[config.mk]
export PLATFORM = sky130hd
export DESIGN_NAME = dmem_arbiter_flat
export DESIGN_NICKNAME = d
export VERILOG_FILES = /design/src/rtl/dmem_arbiter_if.sv /design/src/rtl/dmem_arbiter.sv /design/src/flat_wrapper.sv
export SDC_FILE = /design/constraint.sdc
export NUM_CORES = 1
export LEC_CHECK = 0
export BUFFER_PORTS_ARGS = -buffer_cell sky130_fd_sc_hd__buf_2
export CORE_MARGIN = 2
export CORE_UTILIZATION = 40
export DETAILED_ROUTE_END_ITERATION = 16
export PLACE_DENSITY = 0.78
export SETUP_SLACK_MARGIN = 0.4
export SLEW_MARGIN = 20
export SYNTH_ARGS = -nofsm -noshare
export SYNTH_HDL_FRONTEND = slang
export SYNTH_SLANG_ARGS = --single-unit
[constraint.sdc]
create_clock -name clk -period 1.65 [get_ports clk]
set_input_delay 0.165 -clock clk [delete_from_list [all_inputs] [get_ports clk]]
set_output_delay 0.165 -clock clk [all_outputs]
set_load 0.03 [all_outputs]
[src/rtl/dmem_arbiter_if.sv]
// dmem_arbiter_if: CPU, EXT and data_mem signal bundle for dmem_arbiter.
// slave is the arbiter's view; master is the surrounding system's view.
interface dmem_arbiter_if;
  logic [31:0] cpu_adr;
  logic [31:0] cpu_wdata;
  logic        cpu_rd;
  logic        cpu_wr;
  logic [31:0] cpu_rdata;
  logic        cpu_stall;
  logic        ext_req;
  logic        ext_wr;
  logic [31:0] ext_adr;
  logic [31:0] ext_wdata;
  logic        ext_ack;
  logic [31:0] ext_rdata;
  logic [31:0] mem_adr;
  logic [31:0] mem_wdata;
  logic        mem_rd;
  logic        mem_wr;
  logic [31:0] mem_rdata;
  modport slave (
    input  cpu_adr, cpu_wdata, cpu_rd, cpu_wr, ext_req, ext_wr, ext_adr, ext_wdata, mem_rdata,
    output cpu_rdata, cpu_stall, ext_ack, ext_rdata, mem_adr, mem_wdata, mem_rd, mem_wr
  );
  modport master (
    output cpu_adr, cpu_wdata, cpu_rd, cpu_wr, ext_req, ext_wr, ext_adr, ext_wdata, mem_rdata,
    input  cpu_rdata, cpu_stall, ext_ack, ext_rdata, mem_adr, mem_wdata, mem_rd, mem_wr
  );
endinterface

[src/rtl/dmem_arbiter.sv]
// dmem_arbiter: shares one data-memory port between the CPU MEM stage and an EXT requester.
// Define ARB_ROUND_ROBIN_EN for round-robin on contention; default is fixed CPU priority.
module dmem_arbiter #(
  parameter int MEM_LAT = 2,
  parameter int CNT_W   = 4
) (
  input  logic          clk,
  input  logic          rst_n,
  dmem_arbiter_if.slave bus
);
  typedef enum logic {IDLE, ACCESS} state_t;
  state_t           r_state;
  logic [CNT_W-1:0] r_cnt;
  logic             r_owner_cpu;
  logic             r_wr;
  logic [31:0]      r_adr;
  logic [31:0]      r_wdata;
  logic [31:0]      r_ext_rdata;
  logic             w_cpu_req;
  logic             w_grant_cpu;
  logic             w_done;
  logic             w_cpu_done;
  logic             w_ext_done;
  assign w_cpu_req  = bus.cpu_rd | bus.cpu_wr;
  assign w_done     = (r_state == ACCESS) && (r_cnt == '0);
  assign w_cpu_done = w_done & r_owner_cpu;
  assign w_ext_done = w_done & ~r_owner_cpu;
`ifdef ARB_ROUND_ROBIN_EN
  logic r_last_cpu;
  // last owner resets to EXT so the first contention still favours the CPU
  assign w_grant_cpu = w_cpu_req & (~bus.ext_req | ~r_last_cpu);
  always_ff @(posedge clk or negedge rst_n)
    if (!rst_n) r_last_cpu <= 1'b0;
    else if (w_done) r_last_cpu <= r_owner_cpu;
`else
  assign w_grant_cpu = w_cpu_req;
`endif
  always_ff @(posedge clk or negedge rst_n) begin
    if (!rst_n) begin
      r_state     <= IDLE;
      r_cnt       <= '0;
      r_owner_cpu <= 1'b0;
      r_wr        <= 1'b0;
      r_adr       <= '0;
      r_wdata     <= '0;
      r_ext_rdata <= '0;
    end else if (r_state == IDLE) begin
      if (w_cpu_req | bus.ext_req) begin
        r_state     <= ACCESS;
        r_cnt       <= CNT_W'(MEM_LAT - 1);
        r_owner_cpu <= w_grant_cpu;
        r_wr        <= w_grant_cpu ? bus.cpu_wr    : bus.ext_wr;
        r_adr       <= w_grant_cpu ? bus.cpu_adr   : bus.ext_adr;
        r_wdata     <= w_grant_cpu ? bus.cpu_wdata : bus.ext_wdata;
      end
    end else begin
      if (w_done) r_state <= IDLE;
      else r_cnt <= r_cnt - 1'b1;
      if (w_ext_done & ~r_wr) r_ext_rdata <= bus.mem_rdata;
    end
  end
  // single write strobe per store, only in the completion cycle
  assign bus.mem_adr   = r_adr;
  assign bus.mem_wdata = r_wdata;
  assign bus.mem_rd    = (r_state == ACCESS) & ~r_wr;
  assign bus.mem_wr    = w_done & r_wr;
  assign bus.cpu_stall = w_cpu_req & ~w_cpu_done;
  assign bus.cpu_rdata = w_cpu_done ? bus.mem_rdata : '0;
  assign bus.ext_ack   = w_ext_done;
  assign bus.ext_rdata = r_ext_rdata;
endmodule

[src/flat_wrapper.sv]
// flat-port wrapper written by rule: the top's interface ports become plain ports
module dmem_arbiter_flat 
#(
  parameter int MEM_LAT = 2,
  parameter int CNT_W   = 4
)
  (clk, rst_n, bus_cpu_adr, bus_cpu_wdata, bus_cpu_rd, bus_cpu_wr, bus_ext_req, bus_ext_wr, bus_ext_adr, bus_ext_wdata, bus_mem_rdata, bus_cpu_rdata, bus_cpu_stall, bus_ext_ack, bus_ext_rdata, bus_mem_adr, bus_mem_wdata, bus_mem_rd, bus_mem_wr);
  dmem_arbiter_if bus_i ();
  input  logic clk;
  input  logic rst_n;
  input wire logic [$bits(bus_i.cpu_adr)-1:0] bus_cpu_adr;
  input wire logic [$bits(bus_i.cpu_wdata)-1:0] bus_cpu_wdata;
  input wire logic [$bits(bus_i.cpu_rd)-1:0] bus_cpu_rd;
  input wire logic [$bits(bus_i.cpu_wr)-1:0] bus_cpu_wr;
  input wire logic [$bits(bus_i.ext_req)-1:0] bus_ext_req;
  input wire logic [$bits(bus_i.ext_wr)-1:0] bus_ext_wr;
  input wire logic [$bits(bus_i.ext_adr)-1:0] bus_ext_adr;
  input wire logic [$bits(bus_i.ext_wdata)-1:0] bus_ext_wdata;
  input wire logic [$bits(bus_i.mem_rdata)-1:0] bus_mem_rdata;
  output wire logic [$bits(bus_i.cpu_rdata)-1:0] bus_cpu_rdata;
  output wire logic [$bits(bus_i.cpu_stall)-1:0] bus_cpu_stall;
  output wire logic [$bits(bus_i.ext_ack)-1:0] bus_ext_ack;
  output wire logic [$bits(bus_i.ext_rdata)-1:0] bus_ext_rdata;
  output wire logic [$bits(bus_i.mem_adr)-1:0] bus_mem_adr;
  output wire logic [$bits(bus_i.mem_wdata)-1:0] bus_mem_wdata;
  output wire logic [$bits(bus_i.mem_rd)-1:0] bus_mem_rd;
  output wire logic [$bits(bus_i.mem_wr)-1:0] bus_mem_wr;
  assign bus_i.cpu_adr = bus_cpu_adr;
  assign bus_i.cpu_wdata = bus_cpu_wdata;
  assign bus_i.cpu_rd = bus_cpu_rd;
  assign bus_i.cpu_wr = bus_cpu_wr;
  assign bus_i.ext_req = bus_ext_req;
  assign bus_i.ext_wr = bus_ext_wr;
  assign bus_i.ext_adr = bus_ext_adr;
  assign bus_i.ext_wdata = bus_ext_wdata;
  assign bus_i.mem_rdata = bus_mem_rdata;
  assign bus_cpu_rdata = bus_i.cpu_rdata;
  assign bus_cpu_stall = bus_i.cpu_stall;
  assign bus_ext_ack = bus_i.ext_ack;
  assign bus_ext_rdata = bus_i.ext_rdata;
  assign bus_mem_adr = bus_i.mem_adr;
  assign bus_mem_wdata = bus_i.mem_wdata;
  assign bus_mem_rd = bus_i.mem_rd;
  assign bus_mem_wr = bus_i.mem_wr;
  dmem_arbiter #(.MEM_LAT(MEM_LAT), .CNT_W(CNT_W)) u_core (.clk(clk), .rst_n(rst_n), .bus(bus_i));
endmodule
==> flow_metrics.py, run 1 <==
metrics = {
    "synth": {
        "async_reset_ff_frac": 1.00,
        "synth_top_area_cell": "dfrtp_1",
        "synthDistinctLibCells": 26,
        "netlist_area_um2": 4970,
        "synth_top_area_frac": 0.518,
        "muxShareOfSynthArea": 0.365,
        "synth-simple-area-share": 0.0647,
        "synth-seq-cells": 103,
        "synth_xor_area_frac": 0,
        "yosysWarnings": 0,
        "avgSynthCellArea_um2": 14.2,
        "synth_top_family_by_area": "multiplexers",
        "synth_area_leaders": "dfrtp_1 52%, mux2_2 36%, and2_1 4.0%",
        "synth-seq-area-share": 0.518,
        "syn_nets": 518,
        "syn_inst": 351,
        "synth_compound_area_frac": 0.0123,
        "synth_edf_count": 0,
        "synth_fa_ha_area_frac": 0.00252,
        "yosys_most_used_dff": "dfrtp_1",
    },
    "setup_path": {
        "critPathRequiredTime_ns": 1.88,
        "critPathArrivalTime_ns": 2.28,
        "path_max_fanout": 7,
        "startpoint_type": "flop",
        "end_kind": "flop",
        "path_class": "flop to flop",
        "reg2reg_depth": 11,
    },
    "floorplanning": {
        "start_util": 0.412,
        "core_um2": 12100,
        "ios": 298,
        "die-area_um2": 13300,
        "dieWidth_um": 116,
        "rows": 40,
        "die_y_um": 116,
    },
    "routing": {
        "drt_iter0_drc": 159,
        "avgRoutedWirePerCell_um": 16.6,
        "routed_wl_mm": 14.5,
        "via_count": 4144,
        "viasPerCell": 4.77,
        "postRouteAntennaNets": 0,
        "drc": 0,
        "first_pass_iters": 4,
    },
    "global_routing": {
        "grt_pass1_vias": 4304,
        "antenna_found_initial": 0,
        "grt_max_degree": 104,
        "grtUsageTotal": 0.208,
        "grt_overflow": 0,
        "grt_first_pass_wirelength_mm": 21.5,
    },
    "pwr": {
        "leakagePower_nw": 4.13,
        "peakVddDrop_uv": 1160,
        "powerDensity_nw_per_um2": 2080,
    },
    "clocking": {
        "path_clk_slew_ns": 0.07,
        "insertion_delay_ns": 0.34,
        "cts_inserted_buffers": 9,
        "cts.root.buffer_cell": "clkbuf_16",
        "htree_levels": 3,
        "cts_tree": "done",
        "clock_sinks": 103,
        "clockBufferDepth": 2,
    },
    "timing": {
        "worst_slack_ns": -0.398,
        "clock-skew-final_ns": 0.00435,
        "relSlewSlack": 0.639,
        "final.setup.tns_ns": -24.01,
        "finalWorstPathRequiredPeriod_ns": 2.05,
        "report.final.slew_viol_count": 0,
        "maxClockFrequency_mhz": 488,
        "hold_viol_final": 0,
        "final-setup-viol-count": 69,
        "fin_crit_sh": 1.24,
        "worst_pin_slew_ns": 0.541,
        "hold_ws_ns": 0.0665,
        "rsz0062_at_grt": "yes",
    },
    "placement": {
        "gp_congestion": 0.752,
        "portBuffers": 297,
        "dp_hpwl_mm": 9.95,
    },
    "cells_and_area": {
        "nNetsFinal": 863,
        "syn_to_final_growth_pct": 66.7,
        "antenna_cells": 0,
        "drive_gt1_frac": 0.825,
    },
    "worst_hold_path": {
        "holdPathStages": 2,
        "hold_class": "input port to flop",
    },
    "run_status": {
        "status": "finished, violations left",
        "violations": "negative setup slack",
    },
    "job": {
        "drv_cap": 0,
    },
}
## flip-flops by register name (all words and copies together), names as in the netlist
register / count
u_core.r_owner_cpu: 1
u_core.r_state: 1
u_core.r_wr: 1
u_core.bus.mem_wdata: 32
u_core.bus.ext_rdata: 32
u_core.bus.mem_adr: 32
u_core.r_cnt: 4
## Yosys cell counts, types with 3 or more instances
| library cell | count |
|---|---|
| clkbuf_1 | 4 |
| and2_1 | 32 |
| o21ai_0 | 6 |
| nor2_1 | 4 |
| buf_6 | 8 |
| inv_1 | 4 |
| nand2_1 | 3 |
| buf_4 | 4 |
| dfrtp_1 | 103 |
| mux2_2 | 161 |
## layer usage
layer | wire [um] | up-vias | share of wire | track usage
li1 | - | 1937 | - | -
met1 | 5270 | 2013 | 0.36 | 0.231
met2 | 7950 | 171 | 0.55 | 0.394
met3 | 947 | 23 | 0.066 | 0.0465
met4 | 287 | 0 | 0.020 | 0.0635
met5 | 0 | - | 0 | 0
## path summary, 6_finish.rpt
check	end	slack [ns]	start
worst max-delay path	u_core.bus.ext_rdata[31]	-0.40	u_core.r_cnt[1]
min in group asynchronous	u_core.bus.mem_adr[7]	0.42	rst_n
worst max register to register	u_core.bus.ext_rdata[31]	-0.40	u_core.r_cnt[1]
max in group asynchronous	u_core.r_state	0.79	rst_n
worst min-delay path	u_core.bus.ext_rdata[3]	0.07	bus_mem_rdata[3]
worst min register to register	u_core.bus.ext_rdata[14]	0.50	u_core.bus.ext_rdata[14]
## final cells by class
cell class	count	area, um2
clock buffer	9	225
clock inverter	7	95.1
fill	792	3770
inverter	4	15.0
multi-input combinational	224	2620
sequential	103	2580
tap	168	210
timing repair buffer	354	2550
## timing repair
item,CTS,global route
pin swaps,5,6
cloned,7,1
buffers inserted,12,12
gates resized for setup,118,15
endpoints found under the hold margin,103,0
endpoints found under the setup margin,135,138
hold buffers,1,0
## critical path: stages (launching register included)
cell,delay (ns)
dfrtp_1,0.40
inv_2,0.09
ha_4,0.13
nor3b_4,0.20
buf_4,0.14
buf_6,0.08
buf_6,0.10
buf_6,0.09
nand3_4,0.10
buf_12,0.16
buf_16,0.13
mux2_4,0.29
## stage by stage
stage,setup slack [ns],area [um2],utilization,power [mW],std cells
final,-0.398,8290,0.687,17.3,869
after global routing,-0.472,8290,0.687,18.1,869
after CTS,-0.362,8090,0.671,17.0,856
after detailed placement,-0.0702,7100,0.588,13.3,820
after global placement,0.00928,7100,0.588,13.1,820
after floorplan,0.0127,5360,-,10.9,351
## power by group
part / internal, mW / total (mW) / leakage [nW] / switching, mW
logic: 4.99 / 10.4 / 2.76 / 5.38
registers: 3.85 / 4.60 / 1.21 / 0.753
clock network: 1.34 / 2.29 / 0.156 / 0.953
total: 10.2 / 17.3 / 4.13 / 7.09
## layout by cell type (no fill, tap or decap), types with 3 or more instances in the layout
| cell | count |
|---|---|
| mux2_4 | 66 |
| buf_8 | 9 |
| buf_12 | 9 |
| clkbuf_16 | 10 |
| buf_6 | 53 |
| buf_2 | 260 |
| and2_4 | 30 |
| mux2_2 | 95 |
| buf_4 | 14 |
| dfrtp_1 | 102 |
| buf_16 | 7 |
| nor2_4 | 3 |
| o21ai_0 | 4 |
## cells by family (layout without fill, tap and decap cells)
| logic type | Yosys count | count (layout) |
|---|---|---|
| simple gates | 51 | 51 |
| buf+inv | 24 | 374 |
| mux | 161 | 161 |
| flops | 103 | 103 |
| fa+ha+maj | 1 | 1 |
| compound gates | 11 | 11 |
Note: power is estimated with default switching activity, not from simulation.
==> run 2: changes to the inputs <==
--- a/config.mk
+++ b/config.mk
@@ -10,7 +10,6 @@
 export CORE_UTILIZATION = 40
 export DETAILED_ROUTE_END_ITERATION = 16
 export PLACE_DENSITY = 0.78
-export SETUP_SLACK_MARGIN = 0.4
 export SLEW_MARGIN = 20
 export SYNTH_ARGS = -nofsm -noshare
 export SYNTH_HDL_FRONTEND = slang
==> run 2 against run 1 <==
  * First-iteration DRC count is 19% lower
  * Sequential share of layout area is 3.2 points higher
  * Highest routed layer unchanged
  * The flow still finishes with violations (negative setup slack)
  * Hold slack worse by 0.0044 ns
  * Combinational power is 18% lower
  * Global-route usage is 1.1 points lower
==> flow_metrics.py, run 2 (synthesized netlist as in run 1, its figures left out) <==
metrics = {
    "run_status": {
        "status": "finished, violations left",
        "violations": "negative setup slack",
    },
    "cells_and_area": {
        "syn_to_final_growth_pct": 50.9,
        "nNetsFinal": 832,
        "final_common_cell": "buf_2",
        "drive_gt1_frac": 0.802,
        "antenna_cells": 0,
        "fillCellCount": 894,
        "final_cell_mix": "261 x buf_2, 159 x mux2_2, 103 x dfrtp_1, 41 x buf_6, 19 x and2_4",
        "fin_util": 0.622,
    },
    "timing": {
        "relSlewSlack": 0.645,
        "worst_pin_slew_ns": 0.532,
        "clock-skew-final_ns": 0.00841,
        "final-setup-viol-count": 67,
        "finalWorstPathRequiredPeriod_ns": 2.05,
        "final.setup.tns_ns": -20.07,
        "fin_crit_sh": 1.24,
        "worst_slack_ns": -0.396,
        "rsz0062_at_grt": "yes",
        "maxClockFrequency_mhz": 489,
        "report.final.slew_viol_count": 0,
        "hold_viol_final": 0,
    },
    "setup_path": {
        "path_class": "flop to output port",
        "r2r_setup_slack_ns": -0.27,
        "critPathRequiredTime_ns": 1.48,
        "reg2reg_depth": 10,
        "critPathTopFamily": "simple AND/OR/NAND/NOR gates",
        "critPathArrivalTime_ns": 1.88,
        "startpoint_type": "flop",
        "end_kind": "output port",
        "r2r_end": "u_core.bus.ext_rdata[0]",
        "critPathBufInv": 3,
        "slowest_delay_ns": 0.39,
        "path_max_fanout": 8,
        "timing.rr.start": "u_core.r_cnt[1]",
        "path_cells": "inv_2, ha_4, nor3b_4, and3_4, clkbuf_16, and2_4, buf_6",
        "crit_path_top_delay_cell": "dfrtp_1",
    },
    "global_routing": {
        "grt_overflow": 0,
        "grt_pass1_vias": 4182,
        "grt_max_degree": 104,
        "grt_first_pass_wirelength_mm": 20.1,
        "antenna_found_initial": 0,
        "grtUsageTotal": 0.197,
    },
    "pwr": {
        "powerDensity_nw_per_um2": 2010,
        "peakVddDrop_uv": 952,
        "leakagePower_nw": 3.65,
    },
    "routing": {
        "via_count": 4038,
        "viasPerCell": 4.83,
        "drc": 0,
        "drt_iter0_drc": 129,
        "postRouteAntennaNets": 0,
        "routed_wl_mm": 13.9,
        "avgRoutedWirePerCell_um": 16.6,
        "first_pass_iters": 4,
    },
    "placement": {
        "portBuffers": 297,
        "dp_hpwl_mm": 9.54,
        "preCtsSetupSlack_ns": -0.0658,
        "gp_congestion": 0.907,
    },
    "floorplanning": {
        "ios": 298,
        "rows": 40,
        "start_util": 0.412,
        "core_um2": 12100,
        "dieWidth_um": 116,
        "die-area_um2": 13300,
        "die_y_um": 116,
    },
    "worst_hold_path": {
        "worstHoldStart": "bus_mem_rdata[2]",
        "hold_end": "u_core.bus.ext_rdata[2]",
        "holdPathStages": 2,
        "hold_class": "input port to flop",
    },
    "clocking": {
        "cts_tree": "done",
        "path_clk_slew_ns": 0.07,
        "clock_sinks": 103,
        "insertion_delay_ns": 0.34,
        "cts_inserted_buffers": 9,
        "htree_levels": 3,
        "cts.root.buffer_cell": "clkbuf_16",
        "clockBufferDepth": 2,
    },
    "job": {
        "drv_cap": 0,
    },
}
[run 2: repair_timing]
action	in CTS	in global routing
setup endpoints to repair	67	68
hold buffers	1	0
buffers inserted	5	3
gates resized for setup	82	23
pin swaps	1	13
cloned	4	3
hold endpoints to repair	103	0
[run 2: layout make-up]
| class | count | area [um2] | share of cell area |
|---|---|---|---|
| Sequential cell | 103 | 2580 | 0.344 |
| Multi-Input combinational cell | 224 | 2320 | 0.309 |
| Timing Repair Buffer | 323 | 2100 | 0.280 |
| Clock buffer | 13 | 250 | 0.0333 |
| Tap cell | 168 | 210 | 0.0280 |
| Clock inverter | 1 | 30.0 | 0.00400 |
| Inverter | 4 | 15.0 | 0.00200 |
[run 2: worst max-delay path by stage]
stage | slack, ns | depth (start not counted) | end | from
floorplan | -0.09 | 6 | bus_cpu_rdata[10] | u_core.r_cnt[0]
global placement | 0.0002 | 7 | bus_cpu_rdata[9] | u_core.r_cnt[1]
detailed placement | -0.07 | 7 | bus_cpu_rdata[16] | u_core.r_cnt[1]
CTS | -0.36 | 7 | bus_cpu_rdata[29] | u_core.r_cnt[1]
global route | -0.45 | 7 | bus_cpu_rdata[31] | u_core.r_cnt[1]
finish | -0.40 | 7 | bus_cpu_rdata[31] | u_core.r_cnt[1]
[run 2: power breakdown]
group	switching (mW)	internal (mW)	leakage [nW]
clock	0.862	1.20	0.136
combinational	4.94	3.55	2.30
sequential	0.710	3.84	1.21
[run 2: stage by stage]
stage	total power [mW]	cells	hold WS, ns	cell area (um2)
floorplan	9.95	351	-0.131	5020
global route	15.8	836	0.0708	7500
CTS	14.9	832	0.0500	7400
finish	15.1	836	0.0621	7500
global placement	12.1	808	0.266	6740
detailed placement	12.3	808	0.279	6740
[run 2: metal layers]
metal  track usage  routed length, um  vias to the layer above  share of wire
met1         0.215               5250                     1971           0.38
met4         0.115                465                        0          0.033
li1              -                  -                     1878              -
met5             0                  0                        -              0
met3        0.0377                720                       34          0.052
met2         0.356               7480                      155           0.54
==> run 3: changes to the inputs <==
--- a/config.mk
+++ b/config.mk
@@ -6,6 +6,7 @@
 export NUM_CORES = 1
 export LEC_CHECK = 0
 export BUFFER_PORTS_ARGS = -buffer_cell sky130_fd_sc_hd__buf_2
+export CORE_ASPECT_RATIO = 0.8
 export CORE_MARGIN = 2
 export CORE_UTILIZATION = 40
 export DETAILED_ROUTE_END_ITERATION = 16
==> run 3 against run 2 <==
  * The run still ends with negative setup slack left
  * Clock power hardly changed
  * Largest power group unchanged
  * Critical endpoint is now bus_cpu_rdata[29]
  * Sequential cell count stayed put
  * Largest cell class unchanged
  * Design area is 0.63% lower
==> flow_metrics.py, run 3 (synthesized netlist as in run 1, its figures left out) <==
metrics = {
    "run_status": {
        "status": "finished, violations left",
        "violations": "negative setup slack",
    },
    "setup_path": {
        "critPathRequiredTime_ns": 1.48,
        "critPathArrivalTime_ns": 1.89,
        "path_max_fanout": 16,
        "r2r_setup_slack_ns": -0.32,
        "path_class": "flop to output port",
        "end_kind": "output port",
        "startpoint_type": "flop",
        "crit_path_end": "bus_cpu_rdata[29]",
        "crit_start": "u_core.r_cnt[1]",
        "r2r_end": "u_core.bus.ext_rdata[19]",
        "timing.rr.start": "u_core.r_cnt[1]",
        "reg2reg_depth": 10,
    },
    "floorplanning": {
        "ios": 298,
        "die_y_um": 104,
        "start_util": 0.409,
        "rows": 36,
        "dieWidth_um": 129,
        "core_um2": 12200,
        "die-area_um2": 13300,
    },
    "pwr": {
        "p_sw_mw": 6.52,
        "power_frac_clock": 0.135,
        "peakVddDrop_uv": 1400,
        "combinationalPowerShare": 0.562,
        "p_seq_frac": 0.302,
        "sw_frac_of_total": 0.434,
        "leakagePower_nw": 3.63,
        "powerDensity_nw_per_um2": 2010,
        "p_int_mw": 8.50,
    },
    "timing": {
        "finalWorstPathRequiredPeriod_ns": 2.05,
        "clock-skew-final_ns": 0.00647,
        "final-setup-viol-count": 67,
        "maxClockFrequency_mhz": 487,
        "report.final.slew_viol_count": 0,
        "relSlewSlack": 0.595,
        "hold_viol_final": 0,
        "fin_crit_sh": 1.24,
        "worst_pin_slew_ns": 0.602,
        "final.setup.tns_ns": -20.19,
        "worst_slack_ns": -0.404,
        "rsz0062_at_grt": "yes",
    },
    "clocking": {
        "cts_tree": "done",
        "path_clk_slew_ns": 0.07,
        "cts.root.buffer_cell": "clkbuf_16",
        "clockBufferDepth": 2,
        "insertion_delay_ns": 0.35,
        "htree_levels": 3,
        "cts_inserted_buffers": 9,
        "clock_sinks": 103,
    },
    "routing": {
        "via_count": 3995,
        "first_pass_iters": 4,
        "viasPerCell": 4.89,
        "postRouteAntennaNets": 0,
        "drc": 0,
        "avgRoutedWirePerCell_um": 16.4,
        "drt_iter0_drc": 134,
        "routed_wl_mm": 13.4,
    },
    "cells_and_area": {
        "fillCellCount": 928,
        "final_cell_mix": "261 x buf_2, 158 x mux2_2, 102 x dfrtp_1, 37 x buf_6, 18 x and2_4",
        "drive_gt1_frac": 0.809,
        "fin_util": 0.613,
        "nNetsFinal": 828,
        "multiInputGateArea_um2": 2330,
        "antenna_cells": 0,
        "syn_to_final_growth_pct": 49.9,
        "regArea_um2": 2580,
        "final_common_cell": "buf_2",
        "finalInstanceArea_um2": 7460,
    },
    "global_routing": {
        "grtUsageTotal": 0.197,
        "grt_overflow": 0,
        "grt_pass1_vias": 4297,
        "grt_first_pass_wirelength_mm": 20.7,
        "grt_max_degree": 101,
        "antenna_found_initial": 0,
    },
    "placement": {
        "dp_hpwl_mm": 9.31,
        "place_area_um2": 6700,
        "gp_congestion": 0.759,
        "portBuffers": 297,
    },
    "worst_hold_path": {
        "hold_class": "input port to flop",
        "worstHoldStart": "bus_mem_rdata[5]",
    },
    "job": {
        "drv_cap": 0,
    },
}
## run 3: cell count changes in the layout (fill, tap and decap cells not counted), moves of 2 or more
cell and change:
buf_6 -4, clkinvlp_4 +2, clkbuf_8 +2, clkbuf_1 -2
## run 3: repair_timing
action / CTS / global route
pin swaps: 0 / 7
buffers inserted: 4 / 3
hold buffers: 1 / 0
gates resized for setup: 77 / 28
setup endpoints to repair: 67 / 69
hold endpoints to repair: 103 / 0
cloned: 3 / 2
## run 3: how the worst min path moves through the flow
| stage | end | slack, ns | depth (start not counted) |
|---|---|---|---|
| floorplan | u_core.bus.ext_rdata[0] | -0.13 | 0 |
| global placement | u_core.bus.ext_rdata[8] | -0.03 | 1 |
| detailed placement | u_core.bus.ext_rdata[6] | -0.03 | 1 |
| CTS | u_core.bus.ext_rdata[7] | 0.04 | 2 |
| global route | u_core.bus.ext_rdata[10] | 0.05 | 2 |
| finish | u_core.bus.ext_rdata[5] | 0.06 | 2 |
## run 3: final cells by class
cell class	count	share of cell area
clock buffers	13	0.0362
clock inverters	2	0.00201
inverters	4	0.00201
multi-input cells	224	0.312
flip-flops and latches	103	0.346
well taps	152	0.0255
repair buffers	319	0.276
## run 3: worst max-delay path, stage by stage (launching register included)
cell       delay [ns]
dfrtp_1          0.39
inv_2            0.08
ha_4             0.12
nor3b_4          0.21
and3_4           0.28
clkbuf_16        0.18
and2_2           0.15
buf_6            0.13
## run 3: metrics by stage
stage                     instances  worst slack (ns)  power [mW]  hold WS (ns)
after floorplan                 351           -0.0907        9.95        -0.131
after global placement          791           -0.0151        12.0       -0.0320
after detailed placement        791           -0.0872        12.3       -0.0298
after CTS                       814            -0.389        14.8        0.0431
after global routing            817            -0.478        15.8        0.0511
final                           817            -0.404        15.0        0.0647
## run 3: power by group through the flow
stage	clock (mW)	combinational (mW)	sequential, mW
2_1_floorplan	0	3.00	6.95
3_3_place_gp	0	7.53	4.49
3_5_place_dp	0	7.72	4.54
4_1_cts	2.09	8.19	4.52
5_1_grt	2.21	8.87	4.72
6_report	2.03	8.44	4.54
## run 3: layer usage
| layer | part of all wire | GRT usage | up-vias |
|---|---|---|---|
| met5 | 0 | 0 | - |
| met4 | 0.018 | 0.0761 | 0 |
| met3 | 0.071 | 0.0568 | 24 |
| met2 | 0.53 | 0.356 | 180 |
| met1 | 0.38 | 0.217 | 1930 |
| li1 | - | - | 1861 |
